### src/rtl/sext_stream_unpacker_pkg.sv
// Shared types for the operand sign-extension stream unpacker.
// Holds the FSM state enum and the lane-count helper.
package ai_core_sext_pkg;

  typedef enum logic {
    IDLE,
    EMIT
  } sext_unp_state_t;

  function automatic int lanes_f(input int word_w, input int in_size);
    return word_w / in_size;
  endfunction

endpackage

### src/rtl/sext_stream_unpacker_ext.sv
// Sign extender: replicates the MSB of i_x up to OUT_W bits.
// Ports: i_x (IN_W) in, o_y (OUT_W) out.
module sign_extender #(
  parameter int IN_W  = 9,
  parameter int OUT_W = 16
) (
  input  logic [IN_W-1:0]  i_x,
  output logic [OUT_W-1:0] o_y
);

  if (OUT_W > IN_W) begin : g_ext
    assign o_y = {{(OUT_W-IN_W){i_x[IN_W-1]}}, i_x};
  end else begin : g_trunc
    assign o_y = i_x[OUT_W-1:0];
  end

endmodule

### src/rtl/sext_stream_unpacker.sv
// Unpacks IN_SIZE-bit lanes of a packed word, one per cycle, extended to OUT_SIZE.
// Ports: clk_i/rst_i, in_* word stream (valid/ready), out_* element stream, busy_o.
module sext_stream_unpacker
  import ai_core_sext_pkg::*;
#(
  parameter int   WORD_W   = 32,
  parameter int   IN_SIZE  = 8,
  parameter int   OUT_SIZE = 16,
  localparam int  LANES    = lanes_f(WORD_W, IN_SIZE),
  localparam int  CW       = $clog2(LANES + 1)
) (
  input  logic                clk_i,
  input  logic                rst_i,
  input  logic                in_valid_i,
  output logic                in_ready_o,
  input  logic [WORD_W-1:0]   in_data_i,
  input  logic [CW-1:0]       in_count_i,
  input  logic                in_last_i,
  input  logic                in_signed_i,
  output logic                out_valid_o,
  input  logic                out_ready_i,
  output logic [OUT_SIZE-1:0] out_data_o,
  output logic                out_last_o,
  output logic                busy_o
);

  localparam logic [CW-1:0] LANES_C = CW'(LANES);

  if ((WORD_W % IN_SIZE) != 0) begin : g_bad_word
    $error("WORD_W must be a multiple of IN_SIZE");
  end
  if (OUT_SIZE <= IN_SIZE) begin : g_bad_out
    $error("OUT_SIZE must exceed IN_SIZE");
  end

  sext_unp_state_t     r_state;
  sext_unp_state_t     w_state_nxt;
  logic [WORD_W-1:0]   r_data;
  logic [CW-1:0]       r_count;
  logic [CW-1:0]       r_idx;
  logic                r_last;
  logic                r_signed;

  logic                w_in_ready;
  logic                w_out_valid;
  logic                w_final;
  logic                w_fire;
  logic                w_load;
  logic [CW-1:0]       w_cnt_clamp;
  logic [IN_SIZE-1:0]  w_lane;
  logic [IN_SIZE:0]    w_ext_in;
  logic [OUT_SIZE-1:0] w_ext_out;

  // 0 or an out-of-range count means a full word
  assign w_cnt_clamp = ((in_count_i == '0) || (in_count_i > LANES_C))
                     ? LANES_C : in_count_i;

  assign w_final = (r_idx == (r_count - CW'(1)));
  assign w_fire  = w_out_valid & out_ready_i;
  assign w_load  = in_valid_i & w_in_ready;

  always_ff @(posedge clk_i or posedge rst_i) begin
    if (rst_i) begin
      r_state <= IDLE;
    end else begin
      r_state <= w_state_nxt;
    end
  end

  always_comb begin
    w_state_nxt = r_state;
    w_in_ready  = 1'b0;
    w_out_valid = 1'b0;
    unique case (r_state)
      IDLE: begin
        w_in_ready = 1'b1;
        if (in_valid_i) w_state_nxt = EMIT;
      end
      EMIT: begin
        w_out_valid = 1'b1;
        // final lane leaving: the input may refill in the same cycle
        if (out_ready_i && w_final) begin
          w_in_ready = 1'b1;
          if (!in_valid_i) w_state_nxt = IDLE;
        end
      end
      default: w_state_nxt = IDLE;
    endcase
  end

  always_ff @(posedge clk_i or posedge rst_i) begin
    if (rst_i) begin
      r_data   <= '0;
      r_count  <= '0;
      r_idx    <= '0;
      r_last   <= 1'b0;
      r_signed <= 1'b0;
    end else if (w_load) begin
      r_data   <= in_data_i;
      r_count  <= w_cnt_clamp;
      r_idx    <= '0;
      r_last   <= in_last_i;
      r_signed <= in_signed_i;
    end else if (w_fire && !w_final) begin
      r_idx    <= r_idx + CW'(1);
    end
  end

  always_comb begin
    w_lane = '0;
    for (int k = 0; k < LANES; k++) begin
      if (r_idx == CW'(k)) w_lane = r_data[k*IN_SIZE +: IN_SIZE];
    end
  end

  // extra top bit turns one sign extender into sign- or zero-extension
  assign w_ext_in = {r_signed & w_lane[IN_SIZE-1], w_lane};

  sign_extender #(IN_SIZE + 1, OUT_SIZE) u_ext (
    .i_x (w_ext_in),
    .o_y (w_ext_out)
  );

  assign in_ready_o  = w_in_ready;
  assign out_valid_o = w_out_valid;
  assign out_data_o  = w_out_valid ? w_ext_out : '0;
  assign out_last_o  = w_out_valid & r_last & w_final;
  assign busy_o      = (r_state == EMIT);

endmodule
### config.mk
export PLATFORM = sky130hd
export DESIGN_NAME = sext_stream_unpacker
export DESIGN_NICKNAME = d
export VERILOG_FILES = /design/src/rtl/sext_stream_unpacker_pkg.sv /design/src/rtl/sext_stream_unpacker_ext.sv /design/src/rtl/sext_stream_unpacker.sv
export SDC_FILE = /design/constraint.sdc
export NUM_CORES = 1
export LEC_CHECK = 0
export ABC_AREA = 1
export CORE_MARGIN = 2
export CORE_UTILIZATION = 48
export DETAILED_ROUTE_END_ITERATION = 10
export HOLD_SLACK_MARGIN = 0.12
export PLACE_DENSITY = 0.8
export RECOVER_POWER = 50
export SLEW_MARGIN = 10
export SYNTH_ARGS = -nofsm -noshare
export SYNTH_HDL_FRONTEND = slang
export SYNTH_SLANG_ARGS = --single-unit
### constraint.sdc
create_clock -name clk_i -period 2.7 [get_ports clk_i]
set_clock_uncertainty 0.15 [all_clocks]
set_input_delay 0.54 -clock clk_i [delete_from_list [all_inputs] [get_ports clk_i]]
set_output_delay 0.54 -clock clk_i [all_outputs]
set_load 0.05 [all_outputs]
# Yosys cells after proc, flatten, opt, wreduce, memory -nomap -nowiden
# Cells that the tools add are included.
dict set report word_totals {
  regBits 41
  out_inout_bits 20
}
dict set report op_classes {
  addsub 2
  n_lt_le_gt_ge 1
  n_eq_ne 4
  n_mux 14
  bitwise 6
  n_reduce_logical 7
}
# op n
set op_table {}
lappend op_table {{8-bit 2-to-1 mux} 4}
lappend op_table {{16-bit 2-to-1 mux} 1}
lappend op_table {{3-bit 2-to-1 mux} 3}
lappend op_table {{3-bit by 2-bit == test with 1-bit output, second input constant} 2}
lappend op_table {{3-bit zero test} 2}
lappend op_table {{1-bit AND} 5}
lappend op_table {{1-bit 2-to-1 mux} 4}
lappend op_table {{1-bit case mux with 2 select lines} 2}
lappend op_table {{3-bit by 1-bit adder with 3-bit output, second input constant} 1}
lappend op_table {{3-bit by 1-bit == test with 1-bit output, second input constant} 1}
lappend op_table {{3-bit == test} 1}
lappend op_table {{3-bit greater-than comparator, second input constant} 1}
lappend op_table {{3-bit by 1-bit subtractor with 3-bit output, second input constant} 1}
lappend op_table {{1-bit logical AND} 2}
lappend op_table {{2-bit nonzero test} 1}
lappend op_table {{1-bit zero test} 1}
lappend op_table {{1-bit logical OR} 1}
lappend op_table {{1-bit NOT} 1}

# Longest topological paths before layout
# Gate-level depths: netlist of run 1.
dict set report depth {
  ltp_word 7
  ltp_mapped 14
}

# Modules after synthesis
# Synthesis of run 1 repeated with hierarchy kept, for this count alone.
dict set report hier_totals {
  hier_cells 337
  area_unflattened_um2 2511.2
}
# module n_inst cells_per_inst area_each_um2
set by_module_without_submodules {}
lappend by_module_without_submodules {sext_stream_unpacker 1 321 2391.0}
lappend by_module_without_submodules {sign_extender 1 16 120.1}

# Worst setup path before layout of run 1
# OpenSTA, ideal clock, no wires.
dict set report synth_timing {
  path_type {register -> output}
  start {reg r_idx[2]}
  end {out out_data_o[10]}
  arrival_ps 2565
  required_time_ps 2010
  setup_slack_ps -555
  stages_incl_launch_ff 11
  path_buffers 3
  cell_sequence {dfrtp_1 inv_1 clkbuf_1 ha_1 clkbuf_1 inv_1 nand3_1 nand2_1 nand2_1 nor2_1 buf_4}
}
dict set report synth_via {
  elab_chain_len 7
}
# item line
set synth_rtl {}
lappend synth_rtl {{from (decl)} sext_stream_unpacker.sv:40} ;# logic [CW-1:0] r_idx;
lappend synth_rtl {{from (signal assigned)} sext_stream_unpacker.sv:105} ;# r_idx <= r_idx + CW'(1);
lappend synth_rtl {{3-bit zero test} sext_stream_unpacker.sv:112} ;# if (r_idx == CW'(k)) w_lane = r_data[k*IN_SIZE +: IN_SIZE];
lappend synth_rtl {{8-bit 2-to-1 mux (3 in a row)} sext_stream_unpacker.sv:112}
lappend synth_rtl {{8-bit 2-to-1 mux (*)} sext_stream_unpacker.sv:112}
lappend synth_rtl {{1-bit AND (*)} sext_stream_unpacker.sv:117} ;# assign w_ext_in = {r_signed & w_lane[IN_SIZE-1], w_lane};
lappend synth_rtl {{16-bit 2-to-1 mux (*)} sext_stream_unpacker.sv:126} ;# assign out_data_o = w_out_valid ? w_ext_out : '0;
lappend synth_rtl {{to (decl)} sext_stream_unpacker.sv:22} ;# output logic [OUT_SIZE-1:0] out_data_o,
# Every way passes the cells marked *; elsewhere a longest branch is shown, timed or not.

# Final worst setup path of run 1
dict set report layout_timing {
  start {reg r_idx[1]}
  end {out out_data_o[8]}
}
# The elaborated chain is that of the path after synthesis.

==> impl_summary.md, run 1 <==
Outcome
The flow ran to the end, and the final reports show no timing, DRC or antenna violations.

Die
The core outline area is 4410 um^2. The total number of placement rows is 24. The height of the die is 72.3 um. The die is 72.3 um wide. 61 I/O pins were placed. The die area is 5220 um^2.

The initial utilization of the core area, before any placement, comes to 50.7%.

Detailed routing
After detailed routing, the number of remaining DRC violations is 0. The routed length per instance is 13.7 um. For this block, the routed nets add up to 5.59 mm of wire.

The via count is 2103. The length of the first detailed-routing pass in iterations is 4. The final antenna-violating net count is 0.

The detailed router's first-iteration violation count is 95. In the routed layout, each cell is associated on average with a via count of 5.15.

Cells and area
0 antenna diodes ended up in the layout. In the layout the commonest cells are 106 x nand2_1, 64 x nand3_1, 41 x clkdlybuf4s50_1. Fill cells in the final layout number 359.

Measured on the finished design, the core utilization comes to 73.8%. After the last flow step, the layout net total stands at 403. Leaving out fill and tap cells, the most frequent cell in the layout is nand2_1.

The sequential cells in the finished layout cover a total of 1030 um^2. The fraction of layout cells with a size suffix above 1 is 18.5%. The post-synthesis to final-layout area growth is 45.7%.

The multi-input logic area is 1040 um^2.

Worst setup path
The type of element capturing the critical path is a primary output. The critical path arrival is 1.97 ns. Across all register-to-register paths, the minimum setup slack is 0.35 ns. The largest driver fanout on the critical path is 8. The critical path class is reg2out. STA puts the critical path data required time at 2.01 ns. The worst setup path is launched from a flop.

Hold path
The path class of the tightest hold or removal check is reg2reg.

Synth
The flop and latch count out of synthesis is 41. The mean post-synth cell area is 7.58 um^2. The fraction of registers with async set or reset after synthesis is 100%. Summing every instance area after synthesis gives 2240 um^2. The sequential fraction of the synthesis area is 45.9%. In this run, synthesis inferred 0 flip-flops with an integrated enable. The count of different cell masters after synthesis is 18. The Yosys step of the flow raised 0 warnings.

In the synthesized netlist the dominant register cell turns out to be dfrtp_1. The number of nets handed over by synthesis was 343. In the synthesized netlist, the number of instances is 295.

Power and ir drop
The total leakage power is 1.62 nW. The power per cell area is 1330 nW/um^2. After layout, the design draws a total of 4.33 mW. VDD sags by at most 0.926 mV.

Timing
The fmax is 0.376 GHz. Setup violations remaining at the end of the flow were counted as 0. Headroom to the max-slew limit came out at 33.3%. The number of endpoints with negative hold slack in the final report was 0. The clock period could shrink to 2.66 ns. The final count of pins violating max slew is 0.

In the finished design, the share of the clock period the worst path needs comes to 98.6%. Setup repair after global routing could not meet its margin everywhere. At the pin with the least slew margin, the transition time is 1.00 ns.

CTS
The clock transition at the registers of the reported paths is 0.08 ns. The tree is rooted in a clkbuf_8. Buffers inserted during clock tree synthesis total 5. TritonCTS built the clock tree. The H-tree was split into 2 levels. The sink count of the clock tree is 41. In this run the deepest clock path goes through 2 buffers. For the worst-skew pair, the clock arrives at the later sink with an insertion delay of 0.30 ns.

Placed design
The weighted congestion at the end of routability-driven global placement is 0.945. The detailed placement HPWL is 4.22 mm. The number of buffer cells added on primary ports is 60.

GRT
The total global-route track usage is 22.9%. The number of antenna violations at the first check in global routing is 0. The total global routing overflow is 0. The pin count of the biggest net entering global routing is 42.

The wire length of the first global-routing pass is 9.23 mm. The via count of the first global-routing pass is 2042.

Run
The max capacitance violation total is 0.
per-stage QoR:
step | setup WS, ns | hold WS [ns] | std cells | TNS (ns) | cell area (um^2)
after floorplan | -0.0123 | 0.284 | 295 | -0.150 | 2250
after global placement | 0.221 | 0.305 | 396 | 0 | 3040
after detailed placement | 0.149 | 0.303 | 396 | 0 | 3040
after CTS | 0.000841 | 0.321 | 406 | 0 | 3190
after global routing | -0.0916 | 0.344 | 408 | -0.927 | 3260
final | 0.0374 | 0.321 | 408 | 0 | 3260
state kept, by name (all words and copies together), names as in the netlist:
signal,count
busy_o,1
r_count,3
r_data,32
r_idx,3
r_last,1
r_signed,1
critical path: stages, from the launching register on:
cell and delay (ns):
dfrtp_1 0.43, inv_2 0.12, ha_4 0.14, inv_2 0.03, nor2_2 0.12, nand3_1 0.10, nand3_2 0.08, nand3_2 0.09
nand2_2 0.07, nand2_2 0.06, nor2_4 0.12, buf_12 0.17, buf_12 0.14
synth_stat cells (all sizes together) (2+ instances only):
master | number | share of area [%]
a21oi | 8 | 1.8
buf | 16 | 5.7
clkbuf | 8 | 1.3
dfrtp | 41 | 46
ha | 7 | 3.9
inv | 19 | 3.2
nand2 | 109 | 18
nand3 | 66 | 15
nor2 | 10 | 1.8
o211ai | 6 | 2.0
or2 | 2 | 0.56
metal layers:
metal	vias to the layer above	track usage (%)	routed length [um]
met2	46	40.9	2880
met3	7	3.89	215
met5	-	0	0
met1	993	28.2	2440
met4	0	7.13	54
li1	1057	-	-
kinds of logic after synthesis:
| group | Yosys count | synth area share [%] |
|---|---|---|
| DFF | 41 | 45.9 |
| buffers and inverters | 44 | 10.4 |
| adders and majority gates | 7 | 3.92 |
| AOI/OAI and AO/OA | 14 | 3.81 |
| and+or+nand+nor | 189 | 36.0 |
timing repair:
item                       in CTS  in global routing
buffers inserted                2                  2
setup endpoints to repair      13                 15
pin swaps                       1                  1
resized for setup               1                 19
hold buffers                    0                  0
path summary, 6_finish.rpt:
path | startpoint | to | cells past startpoint
min in group asynchronous | rst_i | r_count[2] | 3
hold / removal | r_data[21] | r_data[21] | 2
hold reg to reg | r_data[21] | r_data[21] | 2
setup / recovery | r_idx[1] | out_data_o[8] | 12
max in group asynchronous | rst_i | r_idx[0] | 3
setup reg to reg | r_count[0] | r_data[23] | 13
final cells by class:
| class | count | area share (%) |
|---|---|---|
| inverters | 20 | 2.38 |
| repair buffers | 77 | 28.3 |
| multi-input cells | 210 | 32.1 |
| clock buffers | 6 | 2.53 |
| flip-flops and latches | 41 | 31.5 |
| well taps | 52 | 2.00 |
| clock inverters | 2 | 1.15 |
report_power, final:
| part | leakage (nW) | total (mW) | internal [mW] | switching [mW] |
|---|---|---|---|---|
| sequential | 0.507 | 1.11 | 0.903 | 0.207 |
| combinational | 1.06 | 2.71 | 1.14 | 1.57 |
| clock | 0.0574 | 0.516 | 0.301 | 0.215 |
| total | 1.62 | 4.33 | 2.34 | 1.99 |
Power figures use the tool's default switching activity.
==> run 2, diff against run 1 <==
--- a/config.mk
+++ b/config.mk
@@ -6,12 +6,12 @@
 export NUM_CORES = 1
 export LEC_CHECK = 0
 export ABC_AREA = 1
-export CORE_MARGIN = 2
 export CORE_UTILIZATION = 48
 export DETAILED_ROUTE_END_ITERATION = 10
 export HOLD_SLACK_MARGIN = 0.12
 export PLACE_DENSITY = 0.8
 export RECOVER_POWER = 50
+export SETUP_SLACK_MARGIN = 0.2
 export SLEW_MARGIN = 10
 export SYNTH_ARGS = -nofsm -noshare
 export SYNTH_HDL_FRONTEND = slang
==> impl_summary.md, run 2 (same netlist as run 1, synthesis figures left out) <==
Outcome
Result of the run: completed (unchanged).

Placed design
The number of buffer cells added on primary ports was 60 (unchanged). The detailed placement HPWL is 3.87 mm (was 4.22 mm). The weighted congestion at the end of routability-driven global placement is 0.885 (was 0.945).

Timing
The worst slew margin relative to its limit is 33.0% (was 33.3%). The number of endpoints with negative hold slack in the final report is 0 (unchanged). The fmax was 0.380 GHz (was 0.376 GHz). The number of endpoints failing setup at the final stage is 0 (unchanged).

The final count of pins violating max slew is 0 (unchanged). RSZ-0062 raised after global routing: yes (unchanged). The actual slew at the worst max-slew pin was 1.01 ns (was 1.00 ns).

The part of the cycle the worst path needs came to 97.4% (was 98.6%). The smallest hold slack is 0.327 ns (was 0.321 ns). The final critical path time including I/O delays and setup is 2.63 ns (was 2.66 ns).

GRT
The wire length of the first global-routing pass was 9.86 mm (was 9.23 mm). The fraction of met2 tracks used by global routing came to 41.4% (was 40.9%). The pin count of the biggest net entering global routing was 42 (unchanged). The number of antenna violations at the first check in global routing is 0 (unchanged). The total global-route track usage is 25.7% (was 22.9%). The total global routing overflow was 0 (unchanged). The via count of the first global-routing pass is 2159 (was 2042).

The most congested layer reported by global routing is met2 (unchanged). The global-route met3 utilization came to 6.06% (was 3.89%). The met1 track demand over resource came to 32.9% (was 28.2%).

Cells and area
The filler cell count came to 298 (was 359). The flip-flop count of the largest register after layout was 32 (unchanged). The share of the core filled with cells in the final layout is 76.9% (was 73.8%).

Most used cells in the layout excluding fill and tap cells: 105 x nand2_1, 60 x nand3_1, 41 x clkdlybuf4s50_1 (was 106 x nand2_1, 64 x nand3_1, 41 x clkdlybuf4s50_1). The post-synthesis to final-layout area growth is 51.8% (was 45.7%). The fraction of layout cells with a size suffix above 1 is 23.2% (was 18.5%). The final layout net count is 409 (was 403). The multi-input logic area came to 1130 um^2 (was 1040 um^2). The total inserted antenna cells is 0 (unchanged). Largest regs: r_data: 32 flops, r_count: 3 flops, r_idx: 3 flops (unchanged).

The register with the most flip-flops is r_data (unchanged). The most common cell after layout, fill and taps aside is nand2_1 (unchanged). The storage element area is 1030 um^2 (unchanged).

Power and ir drop
The maximum ir drop on the vdd rail is 0.757 mV (was 0.926 mV). The power per cell area is 1350 nW/um^2 (was 1330 nW/um^2). The total leakage power is 1.68 nW (was 1.62 nW). The total power consumption of the routed design was 4.57 mW (was 4.33 mW).

Worst setup path
The critical path's slowest cell is dfrtp_2 (was dfrtp_1). The critical path arrival is 1.94 ns (was 1.97 ns). The number of buffers and inverters on the critical path is 3 (was 4).

The critical path's top delay family is flip-flops (was simple AND/OR/NAND/NOR gates). The critical path class is reg2out (unchanged). The type of element capturing the critical path is a primary output (unchanged). The startpoint type of the worst setup path is a flop (unchanged). The largest driver fanout on the critical path is 8 (unchanged). The data required time of the worst path came to 2.01 ns (about the same). Sequence of cells on the critical path: ha_1, ha_4, inv_6, nand3_2, nand2_2, nand2_2, nor2_4, buf_12, buf_12 (was inv_2, ha_4, inv_2, nor2_2, nand3_1, nand3_2, nand3_2, nand2_2, nand2_2, nor2_4, buf_12, buf_12). The peak per-stage delay on the critical path is 0.45 ns (was 0.43 ns).

CTS
The clock latency of the later-clocked register in the worst-skew pair is 0.29 ns (was 0.30 ns). The clock tree root buffer cell is clkbuf_8 (unchanged). The clock tree from TritonCTS is built (unchanged).

The number of levels in the clock H-tree came to 2 (unchanged). The sink count of the clock tree came to 41 (unchanged). The clock transition at the registers of the reported paths came to 0.08 ns (about the same). The maximum clock insertion buffer count is 2 (unchanged). The number of buffers added to fix hold violations after cts is 0 (unchanged). The TritonCTS buffer count is 5 (unchanged).

Detailed routing
The detailed router's first-iteration violation count is 201 (was 95). The via count is 2190 (was 2103). The via density per instance is 5.29 (was 5.15). The routed length per instance is 14.1 um (was 13.7 um).

The DRC violation count after routing is 0 (unchanged). The length of the first detailed-routing pass in iterations is 4 (unchanged). The total wire length is 5.85 mm (was 5.59 mm).

The final antenna-violating net count came to 0 (unchanged).

Die
The core outline area was 4410 um^2 (unchanged). The die area is 4940 um^2 (was 5220 um^2). The initial core utilization came to 50.7% (unchanged). The floorplan die width is 70.3 um (was 72.3 um).

The height of the die is 70.3 um (was 72.3 um). The number of I/O pins is 61 (unchanged). The total number of placement rows came to 24 (unchanged).

Run
The max capacitance violation total is 0 (unchanged).

Hold path
The worst min-delay path class is reg2reg (unchanged).
[run 2: changes by cell type in the layout (fill, tap and decap cells not counted), sizes merged]
| cell | change |
|---|---|
| clkbuf | +1 |
| buf | +6 |
| clkinvlp | -1 |
[run 2: path summary, 6_finish.rpt]
check,from,to,slack [ns],cells past startpoint
setup reg to reg,r_count[0],r_idx[2],0.40,12
setup / recovery,r_idx[0],out_data_o[9],0.07,9
hold reg to reg,r_data[23],r_data[23],0.33,2
min in group asynchronous,rst_i,busy_o,0.86,3
hold / removal,r_data[23],r_data[23],0.33,2
max in group asynchronous,rst_i,r_idx[0],0.86,3
[run 2: timing repair]
item | in CTS | in global routing
pin swaps | 4 | 6
buffers inserted | 13 | 3
setup endpoints to repair | 18 | 18
resized for setup | 23 | 7
[run 2: worst reg2reg max path, delay by kind of cell, from the launching register on]
| family | cells | cell delay (ns) |
|---|---|---|
| adder cells (fa/ha/maj) | 1 | 0.33 |
| buffers and inverters | 4 | 0.64 |
| flip-flops | 1 | 0.36 |
| AND/OR/NAND/NOR | 7 | 0.74 |
[run 2: layout make-up]
| type | count | area share [%] |
|---|---|---|
| timing repair buffer | 83 | 28.5 |
| clock inverter | 1 | 0.885 |
| multi-input combinational | 210 | 33.3 |
| clock buffer | 7 | 2.54 |
| inverter | 20 | 2.58 |
| sequential | 41 | 30.3 |
| tap | 52 | 1.92 |
[run 2: metrics by stage]
step / worst slack, ns / cells / TNS, ns / area (um^2)
CTS: 0.103 / 411 / 0 / 3350
finish: 0.0708 / 414 / 0 / 3390
global placement: 0.261 / 390 / 0 / 3020
floorplan: 0.0592 / 295 / 0 / 2330
global route: -0.0143 / 414 / -0.119 / 3390
detailed placement: 0.231 / 390 / 0 / 3020
[run 2: layer usage]
layer	part of all wire, %	vias to the layer above
li1	-	1071
met1	42	1034
met2	50	70
met3	5.1	15
met4	2.4	0
met5	0	-
[run 2: report_power, final]
part	switching, mW	total (mW)	internal, mW
sequential	0.217	1.12	0.903
clock	0.209	0.510	0.301
combinational	1.69	2.94	1.24
total	2.12	4.57	2.45
